## src/rtl/sudoku_pkg.sv

```systemverilog
// sudoku_pkg
// Shared types and helpers for the parametrised Sudoku board datapath.
//   scan_state_e : IDLE / SCAN / DONE states of the duplicate-scan FSM
//   n_of()       : board edge for a given box edge
//   cell_idx()   : maps (group, position) of the scan onto a cell index,
//                  where groups 0..N-1 are rows, N..2N-1 columns and
//                  2N..3N-1 boxes
package sudoku_pkg;

    typedef enum logic [1:0] {
        ST_IDLE = 2'd0,
        ST_SCAN = 2'd1,
        ST_DONE = 2'd2
    } scan_state_e;

    function automatic int n_of(input int box);
        return box * box;
    endfunction

    function automatic int cell_idx(input int box, input int g, input int p);
        int n;
        int b;
        n = n_of(box);
        b = g - 2 * n;
        if (g < n) begin
            return g * n + p;
        end else if (g < 2 * n) begin
            return p * n + (g - n);
        end
        // Box b: its top-left corner is at row (b/BOX)*BOX, col (b%BOX)*BOX;
        // position p walks the box row-major.
        return ((b / box) * box + p / box) * n + (b % box) * box + p % box;
    endfunction

endpackage

```

## src/rtl/sudoku_cell_index.sv

```systemverilog
// sudoku_cell_index
// Combinational translation of a scan (group, position) pair into the
// row-major cell index it refers to.
//   grp : scan group, 0..3N-1 (rows, then columns, then boxes)
//   pos : position inside the group, 0..N-1
//   idx : cell index row*N + col
module sudoku_cell_index
    import sudoku_pkg::*;
#(
    parameter int BOX = 2,
    parameter int IW  = 4,
    parameter int GW  = 4,
    parameter int PW  = 2
) (
    input  logic [GW-1:0] grp,
    input  logic [PW-1:0] pos,
    output logic [IW-1:0] idx
);

    // The mapping lives in the package so that every user agrees on the
    // same traversal; here it is just evaluated on the live counters.
    always_comb begin
        idx = IW'(cell_idx(BOX, int'(grp), int'(pos)));
    end

endmodule

```

## src/rtl/sudoku_board_dp.sv

```systemverilog
// sudoku_board_dp
// Board storage plus given mask for a BOX x BOX Sudoku, with puzzle loads,
// user moves (ready/ack handshake), try-again clearing and a one-cell-per-
// cycle duplicate scan over every row, column and box.
//   clka / restart        : clock and synchronous active-high reset
//   load_*                : puzzle cell write, marks nonzero cells as given
//   inp_*                 : user move request, ready, ack / err pulses
//   clear_user            : wipe every non-given cell in one cycle
//   check_req             : start a scan; busy / done / solved / conflict
//                           and conflict_idx report its outcome
//   rd_idx/rd_val/rd_given: registered readout port
//   fill_flag / full      : per-cell and whole-board occupancy
module sudoku_board_dp
    import sudoku_pkg::*;
#(
    parameter int BOX = 2,
    parameter int VW  = $clog2(BOX * BOX + 1),
    parameter int IW  = $clog2(BOX * BOX * BOX * BOX)
) (
    input  logic                              clka,
    input  logic                              restart,
    input  logic                              load_valid,
    input  logic [IW-1:0]                     load_idx,
    input  logic [VW-1:0]                     load_val,
    input  logic                              inp_valid,
    output logic                              inp_ready,
    input  logic [IW-1:0]                     inp_idx,
    input  logic [VW-1:0]                     inp_val,
    output logic                              inp_ack,
    output logic                              inp_err,
    input  logic                              clear_user,
    input  logic                              check_req,
    output logic                              busy,
    output logic                              done,
    output logic                              solved,
    output logic                              conflict,
    output logic [IW-1:0]                     conflict_idx,
    input  logic [IW-1:0]                     rd_idx,
    output logic [VW-1:0]                     rd_val,
    output logic                              rd_given,
    output logic [BOX*BOX*BOX*BOX-1:0]        fill_flag,
    output logic                              full
);

    localparam int N      = n_of(BOX);
    localparam int CELLS  = N * N;
    localparam int GROUPS = 3 * N;
    localparam int GW     = $clog2(GROUPS);
    localparam int PW     = $clog2(N);

    // Index comparisons are done one bit wider so that CELLS itself is
    // representable when it is an exact power of two.
    localparam logic [IW:0]   CELLS_W  = (IW + 1)'(CELLS);
    localparam logic [VW-1:0] MAX_VAL  = VW'(N);
    localparam logic [GW-1:0] LAST_GRP = GW'(GROUPS - 1);
    localparam logic [PW-1:0] LAST_POS = PW'(N - 1);
    localparam logic [N-1:0]  ONE_N    = N'(1);

    scan_state_e       state_q, state_d;
    logic [VW-1:0]     board_q [CELLS];
    logic [VW-1:0]     board_d [CELLS];
    logic [CELLS-1:0]  given_q, given_d;
    logic [GW-1:0]     grp_q, grp_d;
    logic [PW-1:0]     pos_q, pos_d;
    logic [N-1:0]      seen_q, seen_d;
    logic              inp_ack_q, inp_ack_d;
    logic              inp_err_q, inp_err_d;
    logic              done_q, done_d;
    logic              solved_q, solved_d;
    logic              conflict_q, conflict_d;
    logic [IW-1:0]     conflict_idx_q, conflict_idx_d;
    logic [VW-1:0]     rd_val_q, rd_val_d;
    logic              rd_given_q, rd_given_d;

    logic [IW-1:0]     scan_idx;
    logic [VW-1:0]     scan_val;
    logic [N-1:0]      scan_bit;
    logic [N-1:0]      seen_base;
    logic              scan_dup;
    logic              scan_last;
    logic              load_ok;
    logic              inp_ok;
    logic              rd_in_range;

    sudoku_cell_index #(
        .BOX (BOX),
        .IW  (IW),
        .GW  (GW),
        .PW  (PW)
    ) u_cell_index (
        .grp (grp_q),
        .pos (pos_q),
        .idx (scan_idx)
    );

    // Occupancy view of the board; the board only changes in IDLE so this
    // is stable for the whole scan and can feed the solved decision.
    always_comb begin
        fill_flag = '0;
        for (int i = 0; i < CELLS; i++) begin
            fill_flag[i] = (board_q[i] != '0);
        end
        full = &fill_flag;
    end

    // Scan element decode: the seen mask restarts at the first position of
    // each group, and a nonzero value whose bit is already set is a
    // duplicate within that row, column or box.
    always_comb begin
        scan_val  = board_q[scan_idx];
        scan_bit  = ONE_N << (scan_val - VW'(1));
        seen_base = (pos_q == '0) ? '0 : seen_q;
        scan_dup  = (scan_val != '0) && ((seen_base & scan_bit) != '0);
        scan_last = (grp_q == LAST_GRP) && (pos_q == LAST_POS);
    end

    // Request qualification: out-of-range cells and values above N are
    // never written; a move to a given cell is refused as well.
    always_comb begin
        load_ok     = ({1'b0, load_idx} < CELLS_W) && (load_val <= MAX_VAL);
        inp_ok      = ({1'b0, inp_idx} < CELLS_W) && (inp_val <= MAX_VAL)
                      && !given_q[inp_idx];
        inp_ready   = (state_q == ST_IDLE) && !clear_user && !load_valid;
        rd_in_range = ({1'b0, rd_idx} < CELLS_W);
    end

    // Next-state logic for the board and the scan FSM. In IDLE the board
    // writers are prioritised clear_user > load > move, and a check request
    // may be taken in the same cycle as a move so the scan sees it.
    always_comb begin
        state_d        = state_q;
        board_d        = board_q;
        given_d        = given_q;
        grp_d          = grp_q;
        pos_d          = pos_q;
        seen_d         = seen_q;
        inp_ack_d      = 1'b0;
        inp_err_d      = 1'b0;
        done_d         = 1'b0;
        solved_d       = solved_q;
        conflict_d     = conflict_q;
        conflict_idx_d = conflict_idx_q;

        case (state_q)
            ST_IDLE: begin
                if (clear_user) begin
                    for (int i = 0; i < CELLS; i++) begin
                        if (!given_q[i]) begin
                            board_d[i] = '0;
                        end
                    end
                end else if (load_valid) begin
                    if (load_ok) begin
                        board_d[load_idx] = load_val;
                        given_d[load_idx] = (load_val != '0);
                    end
                end else if (inp_valid) begin
                    if (inp_ok) begin
                        board_d[inp_idx] = inp_val;
                        inp_ack_d        = 1'b1;
                    end else begin
                        inp_err_d = 1'b1;
                    end
                end

                if (check_req) begin
                    state_d        = ST_SCAN;
                    grp_d          = '0;
                    pos_d          = '0;
                    seen_d         = '0;
                    solved_d       = 1'b0;
                    conflict_d     = 1'b0;
                    conflict_idx_d = '0;
                end
            end

            ST_SCAN: begin
                if (scan_dup) begin
                    state_d        = ST_DONE;
                    done_d         = 1'b1;
                    conflict_d     = 1'b1;
                    conflict_idx_d = scan_idx;
                    solved_d       = 1'b0;
                end else begin
                    seen_d = seen_base | ((scan_val != '0) ? scan_bit : '0);
                    if (scan_last) begin
                        state_d  = ST_DONE;
                        done_d   = 1'b1;
                        solved_d = full;
                    end else if (pos_q == LAST_POS) begin
                        pos_d = '0;
                        grp_d = grp_q + GW'(1);
                    end else begin
                        pos_d = pos_q + PW'(1);
                    end
                end
            end

            ST_DONE: begin
                state_d = ST_IDLE;
            end

            default: begin
                state_d = ST_IDLE;
            end
        endcase
    end

    // Readout is taken from the next-state board so a write and a read of
    // the same cell in one cycle return the freshly written value.
    always_comb begin
        rd_val_d   = rd_in_range ? board_d[rd_idx] : '0;
        rd_given_d = rd_in_range ? given_d[rd_idx] : 1'b0;
    end

    // All state is registered here; restart wipes board, givens, results
    // and returns the FSM to IDLE, abandoning any scan without a done pulse.
    always_ff @(posedge clka) begin
        if (restart) begin
            state_q        <= ST_IDLE;
            for (int i = 0; i < CELLS; i++) begin
                board_q[i] <= '0;
            end
            given_q        <= '0;
            grp_q          <= '0;
            pos_q          <= '0;
            seen_q         <= '0;
            inp_ack_q      <= 1'b0;
            inp_err_q      <= 1'b0;
            done_q         <= 1'b0;
            solved_q       <= 1'b0;
            conflict_q     <= 1'b0;
            conflict_idx_q <= '0;
            rd_val_q       <= '0;
            rd_given_q     <= 1'b0;
        end else begin
            state_q        <= state_d;
            board_q        <= board_d;
            given_q        <= given_d;
            grp_q          <= grp_d;
            pos_q          <= pos_d;
            seen_q         <= seen_d;
            inp_ack_q      <= inp_ack_d;
            inp_err_q      <= inp_err_d;
            done_q         <= done_d;
            solved_q       <= solved_d;
            conflict_q     <= conflict_d;
            conflict_idx_q <= conflict_idx_d;
            rd_val_q       <= rd_val_d;
            rd_given_q     <= rd_given_d;
        end
    end

    assign busy         = (state_q == ST_SCAN) || (state_q == ST_DONE);
    assign inp_ack      = inp_ack_q;
    assign inp_err      = inp_err_q;
    assign done         = done_q;
    assign solved       = solved_q;
    assign conflict     = conflict_q;
    assign conflict_idx = conflict_idx_q;
    assign rd_val       = rd_val_q;
    assign rd_given     = rd_given_q;

endmodule

```

## config.mk

```make
export PLATFORM = sky130hd
export DESIGN_NAME = sudoku_board_dp
export DESIGN_NICKNAME = d
export VERILOG_FILES = /design/src/rtl/sudoku_pkg.sv /design/src/rtl/sudoku_cell_index.sv /design/src/rtl/sudoku_board_dp.sv
export SDC_FILE = /design/constraint.sdc
export NUM_CORES = 1
export LEC_CHECK = 0
export ABC_CLOCK_PERIOD_IN_PS = 5400
export CAP_MARGIN = 20
export CORE_UTILIZATION = 45
export CTS_BUF_LIST = sky130_fd_sc_hd__clkbuf_4 sky130_fd_sc_hd__clkbuf_8 sky130_fd_sc_hd__clkbuf_16
export CTS_CLUSTER_SIZE = 40
export DETAILED_ROUTE_END_ITERATION = 16
export DONT_BUFFER_PORTS = 1
export PLACE_DENSITY_LB_ADDON = 0.1
export SKIP_CTS_REPAIR_TIMING = 1
export SLEW_MARGIN = 20
export SYNTH_ARGS = -nofsm -noshare
export SYNTH_HDL_FRONTEND = slang
export SYNTH_HIERARCHICAL = 1
export SYNTH_SLANG_ARGS = --single-unit
```

## constraint.sdc

```tcl
create_clock -name clka -period 5.4 [get_ports clka]
set_input_delay 0.54 -clock clka [delete_from_list [all_inputs] [get_ports clka]]
set_output_delay 0.54 -clock clka [all_outputs]
set_load 0.005 [all_outputs]
```

==> parameters.txt, run 1 <==
Parameter                              Value

Synthesis
  Fraction of synthesis flops using an asynchronous set or reset pin    0%
  Synthesized net count    between 800 and 900
  Largest area contributor in the netlist    sky130_fd_sc_hd__dfxtp_1
  Leading cell types by total area after synthesis    sky130_fd_sc_hd__dfxtp_1 (27%), sky130_fd_sc_hd__nor2_1 (6.1%), sky130_fd_sc_hd__mux2i_1 (6.0%), sky130_fd_sc_hd__nand2_1 (5.5%), sky130_fd_sc_hd__mux4_2 (4.4%)
  Number of flip-flops and latches in the synthesized netlist    between 80 and 90
  Unique masters post-synth    90
  Post-synth top area share    a little over a quarter
  Count of flip-flops with a built-in enable after synthesis    0
  Synthesized cell area    approximately 6600 um2
  Post-synthesis area per instance    a little under 8 um2
  Number of warnings issued by yosys    6
  Sequential element share of the synthesized area    26.9%
  Most instantiated flip-flop cell in the synthesis netlist    sky130_fd_sc_hd__dfxtp_1
  Gate Count Post-Synth    860

Timing
  Setup violation total in the final timing report    0
  Endpoints failing hold    0
  Final hold slack    0.250 ns
  Highest achievable clock rate    around 250 MHz
  Final Max Tran Viols    0
  Final worst path period need    3.93 ns
  Post-route setup slack    ~1.5 ns
  Fin Setup TNS    0 ns
  Final worst clock skew    around 0.010 ns
  Actual slew at the worst max-slew pin    ~1.1 ns
  Final Cycle Share    ~73%
  Slew Limit Headroom    between 20% and 30%
  Setup repair after global routing missed its margin    no

Place
  Count of input and output buffers    0
  Dpl ws    1.52 ns
  HPWL after detailed placement    a little over 20 mm
  Routability Congestion    between 0.9 and 1
  Placed standard-cell area    ~6600 um2

Hold path
  WHS Endpoint    grp_q[2]$_SDFFE_PP0P_
  Path class of the lowest-slack min-delay path    primary input to flop
  Cell count of the worst hold path    1
  Source of the worst hold timing path    restart

Final layout
  Ratio of cells with drive above 1 in the final layout    approximately 8.0%
  Area Growth Syn to Fin    3.94%
  Design Area, Final    6890 um2
  Filler cell count    1400
  Area used by multi-input combinational logic    4470 um2
  Nets    between 800 and 900
  Count of inserted antenna diode cells    0
  Area of all sequential standard cells    about 1800 um2

Clock tree
  Worst skew pair latency    around 0.36 ns
  Clk buf depth    2
  TritonCTS clock tree    built
  Clock slew at the register clock pins of the worst setup and hold paths    around 0.07 ns
  CTS H-Tree Depth    3
  Clock buffers created by TritonCTS    9
  Root buf cell    sky130_fd_sc_hd__clkbuf_16
  Clock Sinks    89

Setup path
  Total stage count of the critical path    11
  Slowest cell on crit path    sky130_fd_sc_hd__mux4_2
  R2R setup slack    around 1.5 ns
  Required time of the critical path    about 5.7 ns
  Category of cells accounting for the largest share of critical-path delay    simple AND/OR/NAND/NOR gates
  Endpoint of the most critical register-to-register path    state_q[0]$_SDFFE_PP0P_
  Worst EP arrival    ~4.2 ns
  Cell Chain, Critical Path    inv_1 > o21ai_1 > nand2_1 > mux4_2 > mux2_2 > a22o_1 > nor3b_2 > nor2_1 > buf_4 > nand3_1 > a221oi_2
  Critical R2R Launch    grp_q[2]$_SDFFE_PP0P_
  Sort of element at the start of the critical path    flop
  Worst Setup End Kind    flop
  Max incr delay on CP    about 0.72 ns
  Crit path buf inv count    2
  Critical Path Fanout Max    17
  Path depth of the worst reg2reg path    11
  Worst setup path class    flop to flop

Power and ir drop
  Sequential share of power    between 40% and 50%
  Share of power burned in the clock network    ~42%
  Share of power burned in combinational logic    between 15 and 20%
  Switching share of power    a little under a third
  Leakage power figure    2.34 nW
  Max IR drop VDD    around 0.00016 V
  Total internal power    around 1.1 mW
  Power Dens Cells    233 nW/um2
  Reported net switching power    0.491 mW

Floorplan
  Placement row count    43
  Horizontal extent of the die    between 100 and 150 um
  Initial cell density of the core    between 40% and 50%
  I/O pin count    between 50 and 60
  Die outline area    roughly 15000 um2
  Std-Cell Core Area    14100 um2
  Die Span Y    about 120 um

Detailed routing
  Total DRC errors in the routed layout    0
  Antenna violation net count after detailed routing    0
  Total iterations of the first detailed-routing run    5
  Detailed Route WL    between 20 and 30 mm
  Count of vias placed by the detailed router    slightly above 7000
  Via-per-instance ratio    7.21
  Initial drt markers    ~1100
  WL/cell    approximately 28 um

Flow run
  Reported max-cap violation count    0

Global route
  Maximum number of pins on one net before global-route repair    76
  Total GRT Usage    between 30% and 40%
  Via count of the first global-routing pass    6707
  GR Overflow Total    0
  Global-route wire length before repair    around 42 mm
  Number of antenna violations at the first check in global routing    1

Status
  Result of the run    completed
## cell families after synthesis
family	after synthesis	share of synthesized area, %
simple gates	382	29.4
xor+xnor	2	0.264
mux	61	11.8
buf+inv	89	5.83
flops	89	26.9
compound gates	230	24.5
fa+ha+maj	7	1.32
## worst reg2reg max path: stages, from the launching register on
cell and delay (ns):
sky130_fd_sc_hd__dfxtp_1 0.55, sky130_fd_sc_hd__inv_1 0.12, sky130_fd_sc_hd__o21ai_1 0.13, sky130_fd_sc_hd__nand2_1 0.57, sky130_fd_sc_hd__mux4_2 0.73, sky130_fd_sc_hd__mux2_2 0.31
sky130_fd_sc_hd__a22o_1 0.27, sky130_fd_sc_hd__nor3b_2 0.19, sky130_fd_sc_hd__nor2_1 0.31, sky130_fd_sc_hd__buf_4 0.25, sky130_fd_sc_hd__nand3_1 0.11, sky130_fd_sc_hd__a221oi_2 0.32
## per-layer routing
layer | part of all wire, % | wire length, um | global-route usage [%]
met2 | 43 | 12000 | 55.7
met1 | 41 | 11500 | 51.7
met3 | 12 | 3280 | 10.0
met4 | 4.1 | 1130 | 16.5
met5 | 0 | 0 | 0
## cell usage after synthesis (7+ instances only)
library cell               number
sky130_fd_sc_hd__nor3_1        29
sky130_fd_sc_hd__nor2b_1       11
sky130_fd_sc_hd__a21oi_1       48
sky130_fd_sc_hd__nand4_1       17
sky130_fd_sc_hd__nor2_1       107
sky130_fd_sc_hd__mux2i_1       40
sky130_fd_sc_hd__inv_1         19
sky130_fd_sc_hd__ha_1           7
sky130_fd_sc_hd__a221oi_1      13
sky130_fd_sc_hd__o21ai_1        7
sky130_fd_sc_hd__nand2b_1      14
sky130_fd_sc_hd__mux2_2         8
sky130_fd_sc_hd__nor4_1         9
sky130_fd_sc_hd__a31oi_1       23
sky130_fd_sc_hd__a211oi_1       8
sky130_fd_sc_hd__o22ai_1       10
sky130_fd_sc_hd__and2_1         7
sky130_fd_sc_hd__nand3b_1       7
sky130_fd_sc_hd__nand3_1       20
sky130_fd_sc_hd__a22oi_1       11
sky130_fd_sc_hd__dfxtp_1       89
sky130_fd_sc_hd__nand2_1       97
sky130_fd_sc_hd__or3_1         24
sky130_fd_sc_hd__buf_2         15
sky130_fd_sc_hd__o21ai_0       29
sky130_fd_sc_hd__mux4_2        13
sky130_fd_sc_hd__clkbuf_1      46
## power groups by stage
stage | clock (mW) | combinational, mW | sequential [mW]
2_1_floorplan | 0 | 0.208 | 0.684
3_3_place_gp | 0 | 0.243 | 0.688
3_5_place_dp | 0 | 0.243 | 0.688
4_1_cts | 0.681 | 0.245 | 0.672
5_1_grt | 0.710 | 0.271 | 0.673
6_report | 0.680 | 0.256 | 0.673
## cell usage in the layout, fill, tap and decap left out, types with 20 or more instances in the layout
master                      n
sky130_fd_sc_hd__a21oi_1   48
sky130_fd_sc_hd__a31oi_1   23
sky130_fd_sc_hd__dfxtp_1   89
sky130_fd_sc_hd__mux2i_1   40
sky130_fd_sc_hd__nand2_1   97
sky130_fd_sc_hd__nand3_1   20
sky130_fd_sc_hd__nor2_1   107
sky130_fd_sc_hd__nor3_1    29
sky130_fd_sc_hd__o21ai_0   29
sky130_fd_sc_hd__or3_1     24
## metrics by stage
stage	total power [mW]	std cells	util, %
after global placement	0.931	976	46.5
after CTS	1.60	992	48.7
after global routing	1.65	992	48.7
after detailed placement	0.931	976	46.5
after floorplan	0.892	860	-
final	1.61	992	48.7
## registers in the layout (all words and copies together) (netlist names), 2 cells and up
signal and flops:
rd_val 3, seen_q 4, board_q 48, conflict_idx 4, grp_q 4, pos_q 2
given_q 16, state_q 2
## layout make-up
type | instances | area share, %
tap | 180 | 3.27
inverter | 21 | 1.14
timing repair buffer | 4 | 0.436
sequential | 89 | 25.9
clock buffer | 10 | 3.47
clock inverter | 6 | 1.03
multi-input combinational | 682 | 64.8
## how the worst max path moves through the flow
| stage | from | endpoint | slack (ns) |
|---|---|---|---|
| after floorplan | grp_q[2]$_SDFFE_PP0P_ | seen_q[1]$_SDFFE_PP0P_ | 2.28 |
| after global placement | grp_q[2]$_SDFFE_PP0P_ | seen_q[1]$_SDFFE_PP0P_ | 1.69 |
| after detailed placement | grp_q[2]$_SDFFE_PP0P_ | state_q[0]$_SDFFE_PP0P_ | 1.52 |
| after CTS | grp_q[2]$_SDFFE_PP0P_ | state_q[0]$_SDFFE_PP0P_ | 1.47 |
| after global routing | grp_q[2]$_SDFFE_PP0P_ | state_q[0]$_SDFFE_PP0P_ | 1.06 |
| final | grp_q[2]$_SDFFE_PP0P_ | state_q[0]$_SDFFE_PP0P_ | 1.47 |
Power figures use the tool's default switching activity.
==> inputs of run 2 (changes only) <==
Settings changed: ABC_CLOCK_PERIOD_IN_PS 5400 to 3800.
Clock period 5.4 ns to 3.8 ns, I/O delays scaled along.
==> run 2 against run 1 <==
  * Clock-buffer cell count increased by 1
  * Global-route usage decreased by 1.3 points
  * Wire length decreased by 2.2%
  * Clock power increased by 28%
  * Worst hold slack got worse by 0.16 ns
  * Die area unchanged
  * Non-clock buffer count increased by 24
  * Final cell count increased by 2.4%
  * First-iteration DRC count increased by 6.5%
  * Clock skew decreased by 0.0013 ns
==> parameters.txt, run 2 (synthesis gave the netlist of run 1 again) <==
Parameter                              Value

Status
  Result of the run    completed

Power and ir drop
  Max IR drop VDD    0.000205 V (+25%)
  Leakage power figure    2.45 nW (+4.7%)
  Power Dens Cells    313 nW/um2 (+34%)

Floorplan
  Initial cell density of the core    46.9% (unchanged)
  Placement row count    43 (unchanged)
  Std-Cell Core Area    14100 um2 (unchanged)
  Die outline area    15200 um2 (unchanged)
  Horizontal extent of the die    123 um (unchanged)
  Die Span Y    123 um (unchanged)
  I/O pin count    56 (unchanged)

Global route
  Total GRT Usage    36.6% (-1.3 points)
  GR Overflow Total    0 (unchanged)
  Maximum number of pins on one net before global-route repair    76 (unchanged)
  Global-route wire length before repair    40.9 mm (-1.9%)
  Number of antenna violations at the first check in global routing    0 (-1)
  Via count of the first global-routing pass    6763 (+0.83%)

Detailed routing
  Antenna violation net count after detailed routing    0 (unchanged)
  Total DRC errors in the routed layout    0 (unchanged)
  Detailed Route WL    27.3 mm (-2.2%)
  WL/cell    26.8 um (-4.5%)
  Via-per-instance ratio    7.17 (-0.57%)
  Initial drt markers    1187 (+6.5%)
  Count of vias placed by the detailed router    7287 (+1.8%)
  Total iterations of the first detailed-routing run    6 (+1)

Setup path
  Worst EP arrival    3.72 ns (-0.48 ns)
  R2R setup slack    0.27 ns (-1.20 ns)
  Cell Chain, Critical Path    inv_1 > ha_1 > nand3b_1 > buf_4 > nor4_1 > buf_4 > mux2i_1 > mux2i_1 > nor2_1 > a21oi_1 > a21oi_1 > o21ai_0
  Sort of element at the start of the critical path    flop
  Slowest cell on crit path    sky130_fd_sc_hd__ha_1
  Worst setup path class    flop to flop
  Critical Path Fanout Max    14 (-3)
  Crit path buf inv count    3 (+1)
  Path depth of the worst reg2reg path    12 (+1)
  Max incr delay on CP    0.64 ns (-0.08 ns)
  Required time of the critical path    3.99 ns (-1.68 ns)
  Total stage count of the critical path    12 (+1)
  Worst Setup End Kind    flop
  Category of cells accounting for the largest share of critical-path delay    simple AND/OR/NAND/NOR gates

Timing
  Setup violation total in the final timing report    0 (unchanged)
  Actual slew at the worst max-slew pin    0.929 ns (-0.186 ns)
  Final Cycle Share    93.0% (+20 points)
  Final worst path period need    3.53 ns (-0.399 ns)
  Slew Limit Headroom    38.1% (+13 points)
  Setup repair after global routing missed its margin    no
  Fin Setup TNS    0 ns (unchanged)
  Post-route setup slack    0.266 ns (-1.20 ns)
  Endpoints failing hold    0 (unchanged)
  Final Max Tran Viols    0 (unchanged)
  Highest achievable clock rate    283 MHz (+11%)
  Final worst clock skew    0.00903 ns (-0.00131 ns)

Final layout
  Leading cell type in the layout, fill and taps excluded    sky130_fd_sc_hd__nor2_1
  Ratio of cells with drive above 1 in the final layout    10.6% (+2.6 points)
  Area Growth Syn to Fin    6.19%
  Commonest cells after routing, fill and taps aside    sky130_fd_sc_hd__nor2_1 (107), sky130_fd_sc_hd__nand2_1 (97), sky130_fd_sc_hd__dfxtp_1 (89)
  Post-layout utilization of the core    49.8% (+1.1 points)
  Register name with the most flops    board_q
  Filler cell count    1444 (+3.1%)
  Nets    862 (+2.9%)
  Largest register FFs    48 (unchanged)
  Largest registers    board_q x48, given_q x16
  Count of inserted antenna diode cells    0 (unchanged)

Hold path
  Cell count of the worst hold path    1 (unchanged)
  Path class of the lowest-slack min-delay path    primary input to flop

Clock tree
  TritonCTS clock tree    built
  Clock slew at the register clock pins of the worst setup and hold paths    0.07 ns (about the same)
  Root buf cell    sky130_fd_sc_hd__clkbuf_16
  Clock buffers created by TritonCTS    9 (unchanged)
  Clk buf depth    2 (unchanged)
  CTS H-Tree Depth    3 (unchanged)
  Worst skew pair latency    0.35 ns (about the same)
  Clock Sinks    89 (unchanged)

Place
  Count of input and output buffers    0 (unchanged)
  Dpl ws    0.365 ns (-1.15 ns)
  HPWL after detailed placement    20.6 mm (-0.45%)
  Routability Congestion    0.997 (+2.9%)

Flow run
  Reported max-cap violation count    0 (unchanged)
[run 2: changes by cell type in the layout (fill, tap and decap cells not counted), sizes merged]
cell    delta
clkinv     +2
bufinv     -1
clkbuf     +1
buf       +24
inv        -2
[run 2: routing by layer]
metal	wire length [um]	global-route usage (%)	part of all wire, %	vias up
li1	-	-	-	3176
met1	11200	49.9	41	3480
met2	11600	54.5	43	532
met3	3310	8.67	12	99
met4	1170	16.3	4.3	0
met5	0	0	0	-
[run 2: stage by stage]
stage	hold WS (ns)	instances	cell area (um2)	total power, mW
after floorplan	0.412	860	6630	1.27
after global placement	0.441	1000	6760	1.34
final	0.0933	1016	7040	2.20
after detailed placement	0.446	1000	6760	1.34
after CTS	0.0876	1016	7040	2.20
after global routing	0.0866	1016	7040	2.28
[run 2: worst paths after layout]
check,from,end
hold / removal,restart,conflict_idx[2]$_SDFFE_PP0P_
hold reg to reg,seen_q[0]$_SDFFE_PP0P_,seen_q[0]$_SDFFE_PP0P_
setup / recovery,state_q[0]$_SDFFE_PP0P_,rd_given$_SDFF_PP0_
setup reg to reg,state_q[0]$_SDFFE_PP0P_,rd_given$_SDFF_PP0_
[run 2: area by class of cell]
type	instances	area [um2]	area share, %
clock inverter	5	40.0	0.569
sequential	89	1780	25.3
inverter	21	78.8	1.12
clock buffer	11	240	3.41
tap	180	225	3.20
timing repair buffer	28	210	2.99
multi-input combinational	682	4460	63.4
[run 2: report_power, final]
group | internal, mW | switching [mW]
sequential | 0.943 | 0.0125
combinational | 0.123 | 0.257
clock | 0.463 | 0.406
